<file path="src/rtl/traffic_pkg.sv">
// Shared definitions for the traffic sensor conditioning stage and the light controller's bench.
// Channel state encodings, default timing parameters and a small width helper.
package traffic_pkg;

  localparam int unsigned CH_STATE_W = 3;

  localparam logic [CH_STATE_W-1:0] CH_CLEAR   = 3'd0;
  localparam logic [CH_STATE_W-1:0] CH_QUAL    = 3'd1;
  localparam logic [CH_STATE_W-1:0] CH_PRESENT = 3'd2;
  localparam logic [CH_STATE_W-1:0] CH_HOLD    = 3'd3;
  localparam logic [CH_STATE_W-1:0] CH_FAULT   = 3'd4;

  localparam int unsigned DEF_DEBOUNCE_CYCLES = 4;
  localparam int unsigned DEF_HOLD_CYCLES     = 8;
  localparam int unsigned DEF_STUCK_CYCLES    = 1024;

  function automatic int unsigned max_u(input int unsigned a, input int unsigned b);
    return (a > b) ? a : b;
  endfunction

endpackage

</file>
<file path="src/rtl/sensor_channel.sv">
// One loop-detector channel: 2-flop synchroniser, debounce, gap-hold and stuck-sensor detection.
// Outputs are registered decodes of the next state and fail safe to "traffic present".
module sensor_channel
  import traffic_pkg::*;
#(
  parameter int unsigned DEBOUNCE_CYCLES = DEF_DEBOUNCE_CYCLES,
  parameter int unsigned HOLD_CYCLES     = DEF_HOLD_CYCLES,
  parameter int unsigned STUCK_CYCLES    = DEF_STUCK_CYCLES
) (
  input  logic clk,
  input  logic reset,
  input  logic sense,
  input  logic fault_clr,
  output logic t,
  output logic fault
);

  localparam int unsigned CNT_W   = $clog2(max_u(DEBOUNCE_CYCLES, HOLD_CYCLES) + 1);
  localparam int unsigned STUCK_W = $clog2(STUCK_CYCLES + 1);

  logic                  sync1_q, sync2_q;
  logic [CH_STATE_W-1:0] state_q, state_d;
  logic [CNT_W-1:0]      cnt_q, cnt_d;
  logic [STUCK_W-1:0]    stuck_q, stuck_d;
  logic                  t_q, t_d;
  logic                  fault_q, fault_d;

  // Next-state logic; every limit compare leaves its state, so counters never wrap.
  always_comb begin
    state_d = state_q;
    cnt_d   = cnt_q;
    stuck_d = stuck_q;
    case (state_q)
      CH_CLEAR: begin
        if (sync2_q) begin
          state_d = CH_QUAL;
          cnt_d   = CNT_W'(1);
        end
      end
      CH_QUAL: begin
        if (!sync2_q) begin
          state_d = CH_CLEAR;
        end else if (cnt_q == CNT_W'(DEBOUNCE_CYCLES)) begin
          state_d = CH_PRESENT;
          stuck_d = '0;
        end else begin
          cnt_d = cnt_q + CNT_W'(1);
        end
      end
      CH_PRESENT: begin
        if (!sync2_q) begin
          state_d = CH_HOLD;
          cnt_d   = '0;
        end else if (stuck_q == STUCK_W'(STUCK_CYCLES - 1)) begin
          state_d = CH_FAULT;
        end else begin
          stuck_d = stuck_q + STUCK_W'(1);
        end
      end
      CH_HOLD: begin
        if (sync2_q) begin
          state_d = CH_PRESENT;
          stuck_d = '0;
        end else if (cnt_q == CNT_W'(HOLD_CYCLES - 1)) begin
          state_d = CH_CLEAR;
        end else begin
          cnt_d = cnt_q + CNT_W'(1);
        end
      end
      CH_FAULT: begin
        if (fault_clr && !sync2_q) begin
          state_d = CH_CLEAR;
        end
      end
      default: begin
        state_d = CH_HOLD;
        cnt_d   = '0;
      end
    endcase
    t_d     = (state_d == CH_PRESENT) || (state_d == CH_HOLD) || (state_d == CH_FAULT);
    fault_d = (state_d == CH_FAULT);
  end

  always_ff @(posedge clk) begin
    if (reset) begin
      sync1_q <= 1'b0;
      sync2_q <= 1'b0;
      state_q <= CH_HOLD;
      cnt_q   <= '0;
      stuck_q <= '0;
      t_q     <= 1'b1;
      fault_q <= 1'b0;
    end else begin
      sync1_q <= sense;
      sync2_q <= sync1_q;
      state_q <= state_d;
      cnt_q   <= cnt_d;
      stuck_q <= stuck_d;
      t_q     <= t_d;
      fault_q <= fault_d;
    end
  end

  assign t     = t_q;
  assign fault = fault_q;

endmodule

</file>
<file path="src/rtl/traffic_sensor_cond.sv">
// Conditions the street A/B loop detectors into the Ta/Tb inputs of the light controller.
// Two identical, independent channels; this level is wiring only.
module traffic_sensor_cond
  import traffic_pkg::*;
#(
  parameter int unsigned DEBOUNCE_CYCLES = DEF_DEBOUNCE_CYCLES,
  parameter int unsigned HOLD_CYCLES     = DEF_HOLD_CYCLES,
  parameter int unsigned STUCK_CYCLES    = DEF_STUCK_CYCLES
) (
  input  logic clk,
  input  logic reset,
  input  logic sense_a,
  input  logic sense_b,
  input  logic fault_clr,
  output logic Ta,
  output logic Tb,
  output logic fault_a,
  output logic fault_b
);

  sensor_channel #(
    .DEBOUNCE_CYCLES (DEBOUNCE_CYCLES),
    .HOLD_CYCLES     (HOLD_CYCLES),
    .STUCK_CYCLES    (STUCK_CYCLES)
  ) u_chan_a (
    .clk       (clk),
    .reset     (reset),
    .sense     (sense_a),
    .fault_clr (fault_clr),
    .t         (Ta),
    .fault     (fault_a)
  );

  sensor_channel #(
    .DEBOUNCE_CYCLES (DEBOUNCE_CYCLES),
    .HOLD_CYCLES     (HOLD_CYCLES),
    .STUCK_CYCLES    (STUCK_CYCLES)
  ) u_chan_b (
    .clk       (clk),
    .reset     (reset),
    .sense     (sense_b),
    .fault_clr (fault_clr),
    .t         (Tb),
    .fault     (fault_b)
  );

endmodule

</file>
<file path="config.mk">
export PLATFORM = sky130hd
export DESIGN_NAME = traffic_sensor_cond
export DESIGN_NICKNAME = d
export VERILOG_FILES = /design/src/rtl/traffic_pkg.sv /design/src/rtl/sensor_channel.sv /design/src/rtl/traffic_sensor_cond.sv
export SDC_FILE = /design/constraint.sdc
export NUM_CORES = 1
export LEC_CHECK = 0
export BUFFER_PORTS_ARGS = -buffer_cell sky130_fd_sc_hd__buf_4
export CORE_AREA = 2 2 75 95
export DETAILED_ROUTE_END_ITERATION = 10
export DIE_AREA = 0 0 77 97
export PLACE_DENSITY = 0.46
export SYNTH_ARGS = -nofsm -noshare
export SYNTH_HDL_FRONTEND = slang
export SYNTH_SLANG_ARGS = --single-unit
</file>
<file path="constraint.sdc">
create_clock -name clk -period 2.1 [get_ports clk]
set_clock_uncertainty 0.05 [all_clocks]
set_input_delay 0.63 -clock clk [delete_from_list [all_inputs] [get_ports clk]]
set_output_delay 0.63 -clock clk [all_outputs]
set_load 0.05 [all_outputs]
</file>
==> impl_metrics.toml <==
[power_and_ir_drop]
p_leak_uw = 0.000942
power_frac_seq = 0.497
peakVddDrop_mv = 0.224
swShare = 0.296
switching_power_uw = 566
power.total_uw = 1910
p_per_area_mw_per_mm2 = 754
power.share.clock = 0.282
p_int_uw = 1340
p_comb_frac = 0.221

[logic_synthesis]
ys.flop_type = "dfxtp_1"
ys_types = 57
yosysSeqAreaShare = 0.392
syn_avg_cell_area_sq_um = 8.60
synth-async-reset-ratio = 0
synthCells = 261
synth_edf_count = 0
synth_area_sq_mm = 0.00225
synth_warnings = 0
synth_fp_nets = 272
ys_ff_latch = 44

[drt]
wire_per_inst_um = 12.4
wl_met2_um = 2150
dr.pass1.iters = 4
vias = 1827
top_layer_used = "met4"
wirelength_met1_um = 2140
ant_nets = 0
drcViolationCount = 0
dr_wl_met3_um = 134
vias_per_cell = 5.05
wl_um = 4500
dr.first_iter.drc_count = 67

[setup_path]
worstPathRequired_ns = 2.22
crit_type = "flop to flop"
cp_max_fo = 6
start_kind = "flop"
worst_ep_arrival_time_ns = 2.09
cp-end-kind = "flop"

[cells_and_area]
layout_commonest_cell = "dfxtp_1"
layout-drive-gt1-share = 0.127
syn_to_final_growth_pct = 12.8
nets = 285
layout_common_cells = "dfxtp_1 (44), nor2_1 (36), buf_4 (19)"
diodes = 0

[timing]
final.period_utilization = 0.938
finalMaxSlewViolations = 0
hold_viol = 0
tightest_slew_ns = 0.503
finalSetupViolCount = 0
max_freq_mhz = 508
slew_headroom = 0.664
fin_crit_ns = 1.97
setup_tns_ns = 0
rsz0062_at_grt = "false"

[place]
portBuffers = 8
hpwl_um = 3240
gp_congestion = 0.858

[die]
die_y_um = 97
row_count = 33
die_area_sq_mm = 0.00747
core_sq_mm = 0.00652
ios = 9
start_util = 0.344
die_w_um = 77

[clocking]
clk_latency_ns = 0.29
cts.sinks = 44
clock-root-buffer = "clkbuf_8"
postCtsSetupBuffers = 0
h-tree-depth = 2
cts.path.max_buffers = 2
clkTransAtPathRegs_ns = 0.08
cts_tree = "yes"
cts_buffers = 5

[global_route]
grtUsageTotal = 0.123
grt_pass1_wl_um = 7600
grt-ovfl-total = 0
grt_max_degree = 13
grt_pass1_vias = 1660
antenna_found_initial = 0

[hold_path]
hold_class = "flop to flop"

[flow_run]
cap_violations = 0

[status]
status = "complete, no violations"
==> flip-flops by register name, indices dropped and copies added (netlist names), 3 cells and up <==
| name | cells |
|---|---|
| u_chan_a.stuck_q | 11 |
| u_chan_b.state_q | 3 |
| u_chan_b.stuck_q | 11 |
| u_chan_b.cnt_q | 4 |
| u_chan_a.cnt_q | 4 |
| u_chan_a.state_q | 3 |
==> final timing paths <==
check,startpoint,to,slack (ns),cells past startpoint
worst max-delay path,u_chan_a.cnt_q[0],u_chan_a.t,0.13,7
worst min-delay path,u_chan_b.sync1_q,u_chan_b.sync2_q,0.39,1
worst max register to register,u_chan_a.cnt_q[0],u_chan_a.t,0.13,7
worst min register to register,u_chan_b.sync1_q,u_chan_b.sync2_q,0.39,1
==> final cells by class <==
class | instances | area, sq um
Inverter | 12 | 45.0
Fill cell | 703 | 3990
Multi-Input combinational cell | 192 | 1270
Timing Repair Buffer | 19 | 143
Sequential cell | 44 | 881
Tap cell | 87 | 109
Clock buffer | 8 | 90.1
==> per-stage QoR <==
stage               cells  hold WS, ns  worst slack [ns]   util  cell area, sq um
finish                362        0.388             0.130  0.388              2530
global route          362        0.420           0.00355  0.388              2530
CTS                   362        0.398             0.119  0.387              2520
detailed placement    354        0.378             0.156  0.373              2430
global placement      354        0.372             0.175  0.373              2430
floorplan             261        0.364             0.242      -              2250
==> synth_stat cells, types with 2 or more instances <==
cell type	instances	share of area
xor2_1	12	0.047
nor2b_1	9	0.025
nand2_1	16	0.027
nand4_1	6	0.017
nor2_1	36	0.060
o21ai_0	4	0.0089
nor3b_1	4	0.013
xnor2_1	9	0.035
a311oi_1	2	0.0078
o21ai_1	2	0.0045
and4b_1	2	0.0089
buf_2	5	0.011
o21bai_1	2	0.0067
inv_1	12	0.020
or4_1	2	0.0067
or2_1	2	0.0056
mux2i_1	2	0.0089
and3_1	4	0.011
nand3b_1	3	0.010
nand2b_1	5	0.014
o311a_1	2	0.0089
nand3_1	6	0.013
a21o_1	2	0.0067
clkbuf_1	7	0.012
nor3_1	4	0.0089
a21oi_1	9	0.020
dfxtp_1	44	0.39
a211oi_1	5	0.017
and4_1	2	0.0078
or2_2	3	0.0084
nor4_1	5	0.014
a41oi_1	2	0.0078
mux2_1	2	0.010
ha_1	6	0.033
==> cell families after synthesis <==
logic type | after synthesis | share of synthesized area
buffers and inverters | 25 | 0.0479
adders and majority gates | 6 | 0.0334
muxes | 4 | 0.0189
and+or+nand+nor | 118 | 0.285
xor gates and xnor gates | 21 | 0.0819
DFF | 44 | 0.392
AOI/OAI and AO/OA | 43 | 0.140
==> metal layers <==
layer	GRT usage	vias up
li1	-	942
met1	0.162	857
met2	0.196	22
met3	0.0261	6
met4	0.0522	0
met5	0	-
==> power groups by stage <==
stage	Sequential [uW]	Combinational, uW	Clock (uW)
3_5_place_dp	966	411	0
3_3_place_gp	968	419	0
4_1_cts	947	415	578
5_1_grt	957	477	604
2_1_floorplan	974	297	0
6_report	949	422	539
==> critical path, cell delays in order, from the launching register on <==
cell and delay (ns):
dfxtp_1 0.42, inv_1 0.07, ha_1 0.21, and3b_1 0.19, nor3_1 0.24, o22a_1 0.23
a21oi_1 0.07, or4_1 0.39
==> repair_timing <==
item / CTS / global route
hold buffers: 0 / 0
endpoints found under the setup margin: 0 / 2
gates resized for setup: 0 / 2
Note: power is estimated with default switching activity, not from simulation.
